### src/rtl/dca_matrix_move_controller.sv
// Row-stream <-> matrix shift-register move controller.
// Loads rows (with optional zero padding) into the matrix or unloads the matrix through a skid-free output register.
module dca_matrix_move_controller #(
   parameter int MATRIX_SIZE_PARA = 8,
   parameter int BW_TENSOR_SCALAR = 32,
   localparam int NUM_ROW = MATRIX_SIZE_PARA,
   localparam int BW_TENSOR_ROW = MATRIX_SIZE_PARA*BW_TENSOR_SCALAR,
   localparam int BW_ROW_CNT = $clog2(NUM_ROW+1)
) (
   input  logic                     clk,
   input  logic                     rstnn,
   input  logic                     cmd_valid,
   output logic                     cmd_ready,
   input  logic                     cmd_write,
   input  logic [BW_ROW_CNT-1:0]    cmd_num_row,
   input  logic                     cmd_align,
   output logic                     busy,
   output logic                     done,
   input  logic                     sin_valid,
   output logic                     sin_ready,
   input  logic [BW_TENSOR_ROW-1:0] sin_data,
   output logic                     sout_valid,
   input  logic                     sout_ready,
   output logic [BW_TENSOR_ROW-1:0] sout_data,
   output logic                     move_wenable,
   output logic [BW_TENSOR_ROW-1:0] move_wdata_list,
   output logic                     move_renable,
   input  logic [BW_TENSOR_ROW-1:0] move_rdata_list
);

   localparam logic [BW_ROW_CNT-1:0] NUM_ROW_CNT = BW_ROW_CNT'(NUM_ROW);

   typedef enum logic [2:0] {
      IDLE,
      LOAD,
      PAD,
      UNLOAD,
      DRAIN,
      DONE
   } state_t;

   state_t                     state_reg;
   logic [BW_ROW_CNT-1:0]      row_cnt_reg;
   logic [BW_ROW_CNT-1:0]      num_row_reg;
   logic                       align_reg;
   logic                       sout_valid_reg;
   logic [BW_TENSOR_ROW-1:0]   sout_data_reg;

   logic [BW_ROW_CNT-1:0]      eff_num_row;
   logic                       last_row;
   logic                       load_fire;

   // Zero or out-of-range requests mean "the whole matrix".
   assign eff_num_row = ((cmd_num_row == '0) || (cmd_num_row > NUM_ROW_CNT)) ? NUM_ROW_CNT : cmd_num_row;
   assign last_row    = (row_cnt_reg == (num_row_reg - 1'b1));

   assign cmd_ready = (state_reg == IDLE);
   assign busy      = (state_reg != IDLE);
   assign done      = (state_reg == DONE);

   assign sin_ready = (state_reg == LOAD);
   assign load_fire = sin_valid & sin_ready;

   assign move_wenable    = ((state_reg == LOAD) & sin_valid) | (state_reg == PAD);
   assign move_wdata_list = (state_reg == LOAD) ? sin_data : '0;

   // Read only when the output register is empty or being emptied this cycle.
   assign move_renable = (state_reg == UNLOAD) & (row_cnt_reg < num_row_reg) &
                         (~sout_valid_reg | sout_ready);

   assign sout_valid = sout_valid_reg;
   assign sout_data  = sout_data_reg;

   always_ff @(posedge clk) begin
      if (!rstnn) begin
         state_reg      <= IDLE;
         row_cnt_reg    <= '0;
         num_row_reg    <= '0;
         align_reg      <= 1'b0;
         sout_valid_reg <= 1'b0;
         sout_data_reg  <= '0;
      end else begin
         if (move_renable) begin
            sout_valid_reg <= 1'b1;
            sout_data_reg  <= move_rdata_list;
         end else if (sout_ready) begin
            sout_valid_reg <= 1'b0;
         end

         case (state_reg)
            IDLE: begin
               if (cmd_valid) begin
                  num_row_reg <= eff_num_row;
                  align_reg   <= cmd_align;
                  row_cnt_reg <= '0;
                  state_reg   <= cmd_write ? LOAD : UNLOAD;
               end
            end
            LOAD: begin
               if (load_fire) begin
                  row_cnt_reg <= row_cnt_reg + 1'b1;
                  if (last_row) begin
                     state_reg <= (align_reg && (num_row_reg < NUM_ROW_CNT)) ? PAD : DONE;
                  end
               end
            end
            PAD: begin
               // row_cnt continues from N, so PAD lasts NUM_ROW-N cycles.
               row_cnt_reg <= row_cnt_reg + 1'b1;
               if (row_cnt_reg == (NUM_ROW_CNT - 1'b1)) begin
                  state_reg <= DONE;
               end
            end
            UNLOAD: begin
               if (move_renable) begin
                  row_cnt_reg <= row_cnt_reg + 1'b1;
                  if (last_row) begin
                     state_reg <= DRAIN;
                  end
               end
            end
            DRAIN: begin
               if (!sout_valid_reg || sout_ready) begin
                  state_reg <= DONE;
               end
            end
            DONE: begin
               state_reg <= IDLE;
            end
            default: begin
               state_reg <= IDLE;
            end
         endcase
      end
   end

endmodule
### config.mk
export PLATFORM = sky130hd
export DESIGN_NAME = dca_matrix_move_controller
export DESIGN_NICKNAME = d
export VERILOG_FILES = /design/src/rtl/dca_matrix_move_controller.sv
export SDC_FILE = /design/constraint.sdc
export NUM_CORES = 1
export LEC_CHECK = 0
export ABC_AREA = 1
export CAP_MARGIN = 5
export CELL_PAD_IN_SITES_DETAIL_PLACEMENT = 1
export CELL_PAD_IN_SITES_GLOBAL_PLACEMENT = 1
export CORE_AREA = 3 3 405 407
export DETAILED_ROUTE_END_ITERATION = 12
export DIE_AREA = 0 0 408 410
export PLACE_DENSITY_LB_ADDON = 0.1
export SLEW_MARGIN = 30
export SYNTH_ARGS = -nofsm -noshare
export SYNTH_HDL_FRONTEND = slang
export SYNTH_SLANG_ARGS = --single-unit
### constraint.sdc
create_clock -name clk -period 3.4 [get_ports clk]
set_clock_uncertainty 0.05 [all_clocks]
set_input_delay 0.34 -clock clk [delete_from_list [all_inputs] [get_ports clk]]
set_output_delay 0.34 -clock clk [all_outputs]
set_load 0.1 [all_outputs]
Word level (Yosys, flattened, before mapping)
Index checks and enable logic that the tools add are counted.
{"block": "totals", "regBits": 269, "elab_cells": 61}
{"block": "classes", "addsub": 2, "magnitude_cmp": 3, "n_reduce_logical": 12, "mux": 18, "n_bitwise": 6, "n_eq_ne": 14}
{"operator": "256-bit 2-to-1 mux", "n": 1}
{"operator": "3-bit 2-to-1 mux", "n": 8}
{"operator": "4-bit 2-to-1 mux", "n": 4}
{"operator": "4-bit case mux with 4 select lines", "n": 1}
{"operator": "3-bit case mux with 5 select lines", "n": 1}
{"operator": "2-bit inequality test (second input constant)", "n": 4}
{"operator": "7-bit AND reduction", "n": 1}
{"operator": "3-bit by 2-bit == test with 1-bit output (second input constant)", "n": 2}
{"operator": "3-bit == test (second input constant)", "n": 2}
{"operator": "2-bit by 1-bit inequality test with 1-bit output (second input constant)", "n": 3}
{"operator": "4-bit by 1-bit adder with 4-bit output (second input constant)", "n": 1}
{"operator": "4-bit by 3-bit == test with 1-bit output (second input constant)", "n": 1}
{"operator": "4-bit == test", "n": 1}
{"operator": "4-bit > comparator (second input constant)", "n": 1}
{"operator": "4-bit zero test", "n": 1}
{"operator": "4-bit < comparator", "n": 1}
{"operator": "4-bit < comparator (second input constant)", "n": 1}
{"operator": "4-bit AND reduction", "n": 1}
{"operator": "4-bit nonzero test", "n": 1}
{"operator": "4-bit by 1-bit subtractor with 4-bit output (second input constant)", "n": 1}
{"operator": "1-bit AND", "n": 3}
{"operator": "3-bit by 1-bit == test with 1-bit output (second input constant)", "n": 1}
{"operator": "3-bit zero test", "n": 1}
{"operator": "3-bit nonzero test", "n": 1}
{"operator": "other kinds (9)", "n": 12}

Logic depth before layout (Yosys ltp)
Gate-level depths: netlist of the first run.
{"block": "depth", "ltp_word": 6, "mapped_depth": 14, "mapped_depth_nobuf": 14}

Least setup slack after synthesis of the first run
OpenSTA, ideal clock, no wires.
{"block": "synth_timing", "path_kind": "register to register", "startpoint": "register state_reg[0]", "endpoint": "register num_row_reg[3]", "path_buffers": 0, "setup_ns": 0.134, "t_arrival_ns": 3.553, "path_stages_with_launch": 9, "setup_slack_ns": -0.336, "cell_sequence": "dfxtp_1 nor2_1 inv_1 nor2_1 inv_1 nor2_1 clkinv_1 nor3_1 a211oi_1"}
{"block": "synth_via", "elab_chain_len": 2}
{"element": "from (decl)", "line": "42", "text": "state_t state_reg;"}
{"element": "from (signal assigned)", "line": "96", "text": "state_reg <= cmd_write ? LOAD : UNLOAD;"}
{"element": "from (signal assigned)", "line": "103", "text": "state_reg <= (align_reg && (num_row_reg < NUM_ROW_CNT)) ? PAD : DONE;"}
{"element": "3-bit zero test"}
{"element": "via cmd_ready", "line": "13", "text": "output logic cmd_ready,"}
{"element": "2-bit AND reduction (no line)"}
{"element": "to (signal assigned)", "line": "93", "text": "num_row_reg <= eff_num_row;"}
{"element": "to (decl)", "line": "44", "text": "logic [BW_ROW_CNT-1:0] num_row_reg;"}
The timed path passes the listed nets, and every way through them passes these cells.
A chain may end at the register's enable or synchronous reset.

Worst setup path in the final report of the first run
{"block": "layout_timing", "startpoint": "register state_reg[2]", "endpoint": "output port move_wdata_list[89]"}
{"block": "layout_via", "elab_chain_len": 2}
{"element": "3-bit by 1-bit == test with 1-bit output", "line": "65", "text": "assign move_wdata_list = (state_reg == LOAD) ? sin_data : '0;"}
{"element": "256-bit 2-to-1 mux", "line": "65"}
{"element": "to (decl)", "line": "26", "text": "output logic [BW_TENSOR_ROW-1:0] move_wdata_list,"}
No other way between the ends.

==> impl_metrics.json, run 1 <==
{
  "status": "finished clean",
  "final_min_period_over_clock_period": 0.9078,
  "design.core.area_sq_um": 160600,
  "static-leakage-power_nw": 10.69,
  "clk_path_buf_depth": 3,
  "placement.io_buffers": 1041,
  "cts-buffers-inserted": 41,
  "synth.top_cells.by_area": "sky130_fd_sc_hd__dfxtp_1, sky130_fd_sc_hd__nand2_1, sky130_fd_sc_hd__a21oi_1",
  "die_h_um": 410,
  "drt_drc_violations_left": 0,
  "place.detailed.instances": 4902,
  "gpl.final_weighted_congestion": 0.8656,
  "place.detailed.hpwl_mm": 82.66,
  "timing.critical_path.arrival_ns": 2.70,
  "via_count": 15170,
  "path_max_fanout": 26,
  "drt_first_pass_iters": 4,
  "clk_latency_ns": 0.57,
  "hold_violations": 0,
  "synth.lib_cells_used.distinct": 21,
  "area_growth_pct": 124.4,
  "final.fill_count": 19140,
  "die_x_um": 408,
  "synthDominantAreaCellType": "sky130_fd_sc_hd__dfxtp_1",
  "power_switching_mw": 12.10,
  "drt_iter0_drc": 481,
  "reg2reg_setup_slack_ns": 0.76,
  "largest_reg_flops": 256,
  "cts_tree": "built",
  "hold_buffers_post_cts": 0,
  "globalRoute.totalOverflow": 0,
  "power_density_nw_per_um2": 815.4,
  "post_route_cells_drive_above_1_share": 0.1758,
  "r2r_start": "num_row_reg[3]$_SDFFE_PN0P_",
  "crit_slowest_cell": "sky130_fd_sc_hd__nor2_1",
  "finalSetupViolations": 0,
  "groute.usage.overall": 0.1146,
  "postRouteWirelength_mm": 100.4,
  "finalWorstPathRequiredPeriod_ns": 3.086,
  "design_power_total_mw": 21.27,
  "yosys.area.top_type_share": 0.4632,
  "cts_setup_buffers": 0,
  "power_frac_seq": 0.166,
  "synth_sequential_area_ratio": 0.4632,
  "starting_density_of_the_core": 0.07241,
  "switching_share": 0.5690,
  "timing.critical_path.to_type": "output pin",
  "rsz0062_at_grt": "false",
  "vdd_ir_drop_max_uv": 304.4,
  "hold_path_end": "sout_data[118]$_SDFFE_PN0P_",
  "antenna_found_initial": 40,
  "cap_violations": 0,
  "clkSlewWorstSetupHoldPaths_ns": 0.06,
  "power.share.combinational": 0.628,
  "setup_crit_path_kind": "reg2out",
  "p_int_mw": 9.168,
  "top_ports": 1042,
  "ys_warn_count": 0,
  "power_frac_clock": 0.206,
  "timing.hold.worst.start": "move_rdata_list[118]",
  "cts_root_buffer": "sky130_fd_sc_hd__clkbuf_16",
  "finalSetupTns_ns": 0,
  "cp.required_ns": 3.01,
  "drt.antenna.violating_nets": 0,
  "timing_worst_slew_pin_value_ns": 1.033,
  "postSynthRegisterBits": 269,
  "placed_area_sq_um": 24760,
  "timing.final.max_slew_violations": 0,
  "r2r_end": "sout_data[196]$_SDFFE_PN0P_",
  "final_cell_count_without_fillers": 4982,
  "clock.fmax_mhz": 324.0,
  "crit_chain": "inv_1 -> nand3_4 -> nor2_1 -> buf_12",
  "final.hold.worst_slack_ns": 0.2732,
  "wire_per_inst_um": 20.15,
  "worstHoldPathCells": 3,
  "min-delay-path-class": "in2reg",
  "cts_max_level": 2,
  "cts.sinks": 269,
  "slew_headroom": 0.3093,
  "number_of_global_route_vias_before_repair": 16060,
  "post_synth_inst_count": 1788,
  "grt_first_pass_wirelength_mm": 136.1,
  "rows": 147,
  "slowest_delay_ns": 0.80,
  "synth_area_sq_um": 11630,
  "final_design_area_no_fill_sq_um": 26090,
  "startpoint_kind_of_the_worst_setup_timing_path": "register",
  "syn_area_per_cell_sq_um": 6.502,
  "dieArea_sq_um": 167300,
  "worstRegToRegCells": 8,
  "post_drt_via_cell_ratio": 3.046,
  "ctsResizeCount": 0,
  "finish.net_count": 3314,
  "maximum_number_of_pins_on_one_net_before_global_route_repair": 152,
  "syn_nets": 2317
}
[worst max path at each step]
stage,from,end,slack [ns],cells past startpoint
2_1_floorplan,state_reg[0]$_SDFFE_PN0P_,num_row_reg[3]$_SDFFE_PN0P_,0.39,8
3_3_place_gp,num_row_reg[3]$_SDFFE_PN0P_,sout_data[27]$_SDFFE_PN0P_,0.72,8
3_5_place_dp,num_row_reg[3]$_SDFFE_PN0P_,sout_data[196]$_SDFFE_PN0P_,0.66,8
4_1_cts,state_reg[2]$_SDFFE_PN0P_,move_wdata_list[105],0.15,5
5_1_grt,state_reg[2]$_SDFFE_PN0P_,move_wdata_list[105],0.06,5
6_report,state_reg[2]$_SDFFE_PN0P_,move_wdata_list[89],0.31,4
[layer usage]
metal	routed length, um	GRT usage	vias to the layer above	share of wire
li1	-	-	7365	-
met1	39150	0.1267	7107	0.39
met2	50470	0.2052	523	0.50
met3	8752	0.04779	139	0.087
met4	1760	0.02149	40	0.018
met5	278	0	-	0.0028
[critical path: cells and delay by family (launching register included)]
| family | cells | cell delay [ns] |
|---|---|---|
| buffers and inverters | 2 | 0.49 |
| DFF | 1 | 0.39 |
| and+or+nand+nor | 2 | 1.21 |
[cell families (layout without fill, tap and decap cells)]
| logic type | Yosys count | after routing | synth area share |
|---|---|---|---|
| adder cells (fa/ha/maj) | 6 | 6 | 0.006457 |
| flip-flops | 269 | 269 | 0.4632 |
| AO/OA/AOI/OAI | 282 | 282 | 0.1225 |
| buffers and inverters | 397 | 1424 | 0.1339 |
| other | 0 | 7 | 0 |
| XOR/XNOR | 2 | 2 | 0.001507 |
| AND/OR/NAND/NOR | 832 | 832 | 0.2725 |
[placed cells by master (no fill, tap or decap), types with 12 or more instances in the layout]
cell type	Yosys	final
sky130_fd_sc_hd__buf_4	5	223
sky130_fd_sc_hd__buf_2	38	85
sky130_fd_sc_hd__nand2_1	540	540
sky130_fd_sc_hd__buf_12	0	116
sky130_fd_sc_hd__dfxtp_1	269	269
sky130_fd_sc_hd__a21oi_1	269	269
sky130_fd_sc_hd__nor2_1	273	272
sky130_fd_sc_hd__clkbuf_1	69	12
sky130_fd_sc_hd__inv_1	279	279
sky130_fd_sc_hd__clkdlybuf4s50_1	0	641
sky130_fd_sc_hd__clkbuf_16	0	43
[Yosys cell counts (all sizes together)]
cell    count
nor2      273
o21ai       8
inv       282
a21oi     269
clkbuf     69
clkinv      2
ha          6
a211oi      4
nand3       7
nand4       8
nor3        4
nand2     540
buf        44
o21bai      1
xor2        2
dfxtp     269
[stage by stage]
step / setup WS, ns / util
after detailed placement: 0.6554 / 0.1542
after floorplan: 0.3871 / -
after global placement: 0.7157 / 0.1567
after global routing: 0.06043 / 0.1624
final: 0.3136 / 0.1625
after CTS: 0.1546 / 0.1626
[cell type report]
cell class	instances	area (sq um)	share of cell area
Timing Repair Buffer	1067	10850	0.4158
Antenna cell	7	17.52	0.0006715
Clock inverter	10	112.6	0.004317
Inverter	284	1081	0.04144
Sequential cell	269	5385	0.2064
Tap cell	2160	2703	0.1036
Multi-Input combinational cell	1122	4708	0.1805
Clock buffer	63	1231	0.04720
[power by group through the flow]
stage | clock network [mW] | logic, mW | registers, mW
floorplan | 0 | 7.61 | 4.97
finish | 4.39 | 13.4 | 3.54
detailed placement | 0 | 13.5 | 3.60
global placement | 0 | 13.6 | 3.60
global route | 4.80 | 13.9 | 3.57
CTS | 4.70 | 13.6 | 3.54
No activity file was read; power rests on OpenSTA's default activity.
==> inputs of run 2 (changes only) <==
--- a/config.mk
+++ b/config.mk
@@ -9,9 +9,9 @@
 export CAP_MARGIN = 5
 export CELL_PAD_IN_SITES_DETAIL_PLACEMENT = 1
 export CELL_PAD_IN_SITES_GLOBAL_PLACEMENT = 1
-export CORE_AREA = 3 3 405 407
+export CORE_AREA = 2 2 404 406
 export DETAILED_ROUTE_END_ITERATION = 12
-export DIE_AREA = 0 0 408 410
+export DIE_AREA = 0 0 406 408
 export PLACE_DENSITY_LB_ADDON = 0.1
 export SLEW_MARGIN = 30
 export SYNTH_ARGS = -nofsm -noshare
==> impl_metrics.json, run 2 (synthesis gave the netlist of run 1 again) <==
{
  "status": "finished clean",
  "rows": 148,
  "path_depth": 6,
  "clk_path_buf_depth": 3,
  "hold_buffers_post_cts": 0,
  "cts_root_buffer": "sky130_fd_sc_hd__clkbuf_16",
  "worstRegToRegCells": 8,
  "cts_max_level": 2,
  "ctsResizeCount": 0,
  "cp.required_ns": 3.01,
  "wire_per_inst_um": 20.39,
  "drt_first_pass_iters": 4,
  "crit_chain": "inv_1 -> ha_1 -> a21oi_1 -> nand4_4 -> inv_8 -> buf_12",
  "family_with_the_most_delay_on_the_worst_path": "buffers and inverters",
  "final_min_period_over_clock_period": 0.8602,
  "place.detailed.hpwl_mm": 83.73,
  "crit_end": "move_renable",
  "gpl.final_weighted_congestion": 0.8150,
  "area_growth_pct": 126.5,
  "worstPathBufferInverterCount": 3,
  "design.core.area_sq_um": 161700,
  "clk_latency_ns": 0.60,
  "number_of_global_route_vias_before_repair": 15600,
  "final_design_area_no_fill_sq_um": 26330,
  "finalSetupViolations": 0,
  "power_density_nw_per_um2": 812.2,
  "worst_slack_ns": 0.4754,
  "die_h_um": 408,
  "drt.antenna.violating_nets": 0,
  "finish.net_count": 3317,
  "antenna_found_initial": 39,
  "path_max_fanout": 49,
  "final.fill_count": 19250,
  "timing.final.max_slew_violations": 0,
  "via_count": 14920,
  "r2r_end": "sout_data[39]$_SDFFE_PN0P_",
  "setup_crit_path_kind": "reg2out",
  "clock.fmax_mhz": 341.9,
  "layout_commonest_cell": "sky130_fd_sc_hd__clkdlybuf4s50_1",
  "layout.cells.most_common_list": "sky130_fd_sc_hd__clkdlybuf4s50_1, sky130_fd_sc_hd__nand2_1, sky130_fd_sc_hd__inv_1, sky130_fd_sc_hd__nor2_1",
  "design_power_total_mw": 21.39,
  "hold_violations": 0,
  "drt_drc_violations_left": 0,
  "wl_met1_mm": 41.20,
  "drt_iter0_drc": 453,
  "groute.usage.overall": 0.1186,
  "slowest_delay_ns": 0.38,
  "maximum_number_of_pins_on_one_net_before_global_route_repair": 107,
  "min-delay-path-class": "in2reg",
  "static-leakage-power_nw": 10.74,
  "top_ports": 1042,
  "cts-buffers-inserted": 43,
  "cts.sinks": 269,
  "clkSlewWorstSetupHoldPaths_ns": 0.06,
  "crit_slowest_cell": "sky130_fd_sc_hd__dfxtp_1",
  "dieArea_sq_um": 165600,
  "cts_setup_buffers": 0,
  "vdd_ir_drop_max_uv": 358.9,
  "pre_cts_slack_ns": 0.8542,
  "finalSetupTns_ns": 0,
  "post_route_cells_drive_above_1_share": 0.1749,
  "post_drt_via_cell_ratio": 2.985,
  "postRouteWirelength_mm": 101.9,
  "cts_tree": "built",
  "timing.critical_path.to_type": "output pin",
  "reg2reg_setup_slack_ns": 0.92,
  "timing.critical_path.from": "num_row_reg[3]$_SDFFE_PN0P_",
  "final.hold.worst_slack_ns": 0.2414,
  "placement.io_buffers": 1041,
  "starting_density_of_the_core": 0.07192,
  "top_routing_layer_used": "met5",
  "grt_first_pass_wirelength_mm": 136.6,
  "globalRoute.totalOverflow": 0,
  "route.met3.wl_mm": 8.903,
  "met2_wirelength_mm": 50.24,
  "timing_worst_slew_pin_value_ns": 1.041,
  "cap_violations": 0,
  "rsz0062_at_grt": "false",
  "slew_headroom": 0.3039,
  "die_x_um": 406,
  "largest_reg_flops": 256,
  "placed_area_sq_um": 24980,
  "finalWorstPathRequiredPeriod_ns": 2.925,
  "timing.critical_path.arrival_ns": 2.53,
  "r2r_start": "num_row_reg[3]$_SDFFE_PN0P_",
  "startpoint_kind_of_the_worst_setup_timing_path": "register"
}
run 2: routing by layer:
layer,GRT usage,vias up
met5,0,-
met4,0.02025,20
met3,0.04551,118
met2,0.2072,521
met1,0.1375,6896
li1,-,7369
run 2: worst min path at each step:
stage / from / endpoint / slack (ns) / cells past startpoint
5_1_grt: move_rdata_list[211] / sout_data[211]$_SDFFE_PN0P_ / 0.19 / 3
3_3_place_gp: sout_data[28]$_SDFFE_PN0P_ / sout_data[28]$_SDFFE_PN0P_ / 0.40 / 2
3_5_place_dp: sout_data[170]$_SDFFE_PN0P_ / sout_data[170]$_SDFFE_PN0P_ / 0.41 / 2
2_1_floorplan: align_reg$_SDFFE_PN0P_ / align_reg$_SDFFE_PN0P_ / 0.40 / 2
6_report: move_rdata_list[183] / sout_data[183]$_SDFFE_PN0P_ / 0.24 / 3
4_1_cts: move_rdata_list[161] / sout_data[161]$_SDFFE_PN0P_ / 0.15 / 3
run 2: layout make-up:
type	instances	area, sq um	area share
timing repair buffer	1068	11040	0.4194
multi-input combinational	1122	4708	0.1788
inverter	284	1081	0.04106
sequential	269	5385	0.2045
clock buffer	64	1225	0.04652
clock inverter	12	153.9	0.005845
antenna	5	12.51	0.0004752
tap	2175	2721	0.1034
run 2: power by group:
group          leakage, nW  switching, mW  internal [mW]
Clock                0.673           1.82           2.66
Sequential            2.17          0.142           3.39
Combinational         7.90           10.2           3.19
run 2: through the flow:
step                      utilization  cells
after floorplan                     -   1788
after global placement         0.1563   4918
after detailed placement       0.1545   4918
after CTS                      0.1630   4994
after global routing           0.1628   4995
final                          0.1629   4999
run 2: worst reg2reg max path: cells and delay by family (launching register included):
family                   cells  cell delay [ns]
AND/OR/NAND/NOR              2             0.44
AO/OA/AOI/OAI                2             0.39
flip-flops                   1             0.38
adder cells (fa/ha/maj)      1             0.29
buffers and inverters        3             0.87
==> inputs of run 3 (changes only) <==
--- a/config.mk
+++ b/config.mk
@@ -12,7 +12,9 @@
 export CORE_AREA = 2 2 404 406
 export DETAILED_ROUTE_END_ITERATION = 12
 export DIE_AREA = 0 0 406 408
+export GPL_TIMING_DRIVEN = 1
 export PLACE_DENSITY_LB_ADDON = 0.1
+export SETUP_SLACK_MARGIN = 0.4
 export SLEW_MARGIN = 30
 export SYNTH_ARGS = -nofsm -noshare
 export SYNTH_HDL_FRONTEND = slang
==> impl_metrics.json, run 3 (synthesis gave the netlist of run 1 again) <==
{
  "status": "finished clean",
  "hold_violations": 0,
  "clk_path_buf_depth": 3,
  "drt.antenna.violating_nets": 0,
  "timing.critical_path.from": "state_reg[2]$_SDFFE_PN0P_",
  "cts.sinks": 269,
  "drt_iter0_drc": 531,
  "drt_first_pass_iters": 4,
  "design.core.area_sq_um": 161700,
  "power_density_nw_per_um2": 810.3,
  "setup_crit_path_kind": "reg2out",
  "clk_latency_ns": 0.57,
  "route.met3.wl_mm": 9.047,
  "vdd_ir_drop_max_uv": 300.0,
  "multi_input_area_sq_um": 4713,
  "grt_first_pass_wirelength_mm": 136.8,
  "finalWorstPathRequiredPeriod_ns": 2.819,
  "area.sequential_sq_um": 5385,
  "layout_commonest_cell": "sky130_fd_sc_hd__clkdlybuf4s50_1",
  "rows": 148,
  "via_count": 14960,
  "top_ports": 1042,
  "starting_density_of_the_core": 0.07192,
  "wl_met1_mm": 41.05,
  "met2_wirelength_mm": 51.64,
  "reg2reg_setup_slack_ns": 0.74,
  "post_route_cells_drive_above_1_share": 0.1840,
  "path_common_cell": "sky130_fd_sc_hd__buf_12",
  "area_growth_pct": 127.7,
  "crit_slowest_cell": "sky130_fd_sc_hd__dfxtp_1",
  "post_drt_via_cell_ratio": 2.985,
  "maximum_number_of_pins_on_one_net_before_global_route_repair": 143,
  "finish.net_count": 3332,
  "worstHoldPathCells": 3,
  "placement.io_buffers": 1041,
  "hold_buffers_post_cts": 0,
  "finalSetupViolations": 0,
  "cp.required_ns": 3.01,
  "worstRegToRegCells": 10,
  "postRouteWirelength_mm": 103.2,
  "static-leakage-power_nw": 10.88,
  "cts-buffers-inserted": 41,
  "number_of_global_route_vias_before_repair": 15930,
  "timing_worst_slew_pin_value_ns": 1.038,
  "gpl.final_weighted_congestion": 0.7929,
  "timing.hold.worst.start": "move_rdata_list[60]",
  "design_power_total_mw": 21.45,
  "rsz0062_at_grt": "false",
  "wire_per_inst_um": 20.60,
  "antenna_found_initial": 35,
  "timing.critical_path.to_type": "output pin",
  "r2r_start": "num_row_reg[1]$_SDFFE_PN0P_",
  "final_min_period_over_clock_period": 0.8291,
  "dieArea_sq_um": 165600,
  "startpoint_kind_of_the_worst_setup_timing_path": "register",
  "min-delay-path-class": "in2reg",
  "cts_max_level": 2,
  "cts_tree": "built",
  "globalRoute.totalOverflow": 0,
  "place.detailed.hpwl_mm": 84.32,
  "largest_reg_flops": 256,
  "top_routing_layer_used": "met5",
  "timing.critical_path.arrival_ns": 2.43,
  "die_x_um": 406,
  "slew_headroom": 0.3077,
  "r2r_end": "sout_data[27]$_SDFFE_PN0P_",
  "groute.usage.overall": 0.1187,
  "cap_violations": 0,
  "hold_path_end": "sout_data[60]$_SDFFE_PN0P_",
  "cts_root_buffer": "sky130_fd_sc_hd__clkbuf_16",
  "slowest_delay_ns": 0.53,
  "finalSetupTns_ns": 0,
  "die_h_um": 408,
  "timing.final.max_slew_violations": 0,
  "drt_drc_violations_left": 0,
  "layout.cells.most_common_list": "sky130_fd_sc_hd__clkdlybuf4s50_1, sky130_fd_sc_hd__nand2_1, sky130_fd_sc_hd__inv_1, sky130_fd_sc_hd__nor2_1",
  "clkSlewWorstSetupHoldPaths_ns": 0.06,
  "path_max_fanout": 48,
  "clock.fmax_mhz": 354.8,
  "crit_chain": "inv_1 -> nand3_4 -> buf_12 -> buf_12 -> buf_4 -> nor2_1 -> buf_12",
  "final.fill_count": 19230
}
==> run 3: cell count changes in the layout (fill, tap and decap cells not counted), sizes merged <==
cell and change:
buf +27, clkdlybuf4s50 -13, inv -3, clkbuf +2, clkinv +1, clkinvlp -1
==> run 3: layout make-up <==
type	count	share of cell area
Antenna cell	5	0.0004727
Clock buffer	64	0.04661
Clock inverter	8	0.003829
Inverter	284	0.04155
Multi-Input combinational cell	1122	0.1781
Sequential cell	269	0.2035
Tap cell	2175	0.1028
Timing Repair Buffer	1084	0.4228
Timing Repair inverter	1	0.0004254
==> run 3: per-stage QoR <==
step / utilization / std cells / worst slack [ns] / cell area, sq um / hold slack, ns
after detailed placement: 0.1553 / 4930 / 0.8753 / 25100 / 0.4026
after global placement: 0.1575 / 4930 / 0.9015 / 25460 / 0.4042
after global routing: 0.1637 / 5008 / 0.4246 / 26460 / 0.2243
final: 0.1637 / 5012 / 0.5812 / 26470 / 0.2660
after CTS: 0.1638 / 5005 / 0.3600 / 26480 / 0.1933
after floorplan: - / 1788 / 0.6490 / 11630 / 0.4005
==> run 3: worst max-delay path by stage <==
| stage | slack [ns] | to | cells after the start |
|---|---|---|---|
| final | 0.58 | move_wdata_list[210] | 7 |
| after global routing | 0.42 | move_wdata_list[210] | 7 |
| after CTS | 0.36 | move_renable | 6 |
| after detailed placement | 0.88 | sout_data[217]$_SDFFE_PN0P_ | 8 |
| after global placement | 0.90 | sout_data[212]$_SDFFE_PN0P_ | 8 |
| after floorplan | 0.65 | move_wdata_list[225] | 5 |
==> run 3: critical path, delay by kind of cell, from the launching register on <==
family                 cells  cell delay, ns
buffers and inverters      5            1.03
flip-flops                 1            0.53
AND/OR/NAND/NOR            2            0.22
==> run 3: where the power goes <==
| group | switching (mW) | internal [mW] | total, mW |
|---|---|---|---|
| registers | 0.143 | 3.39 | 3.54 |
| clock network | 1.75 | 2.63 | 4.38 |
| logic | 10.2 | 3.34 | 13.5 |
==> run 3: what timing repair did <==
item,in CTS,in global routing
pin swaps,1,1
gates cloned,0,1
hold endpoints to repair,0,0
buffers inserted,3,1
setup endpoints to repair,91,1
gates resized for setup,1,2
==> run 3: routing by layer <==
layer | up-vias | GRT usage
li1 | 7395 | -
met1 | 6916 | 0.1343
met2 | 524 | 0.2120
met3 | 112 | 0.04606
met4 | 12 | 0.01852
met5 | - | 0
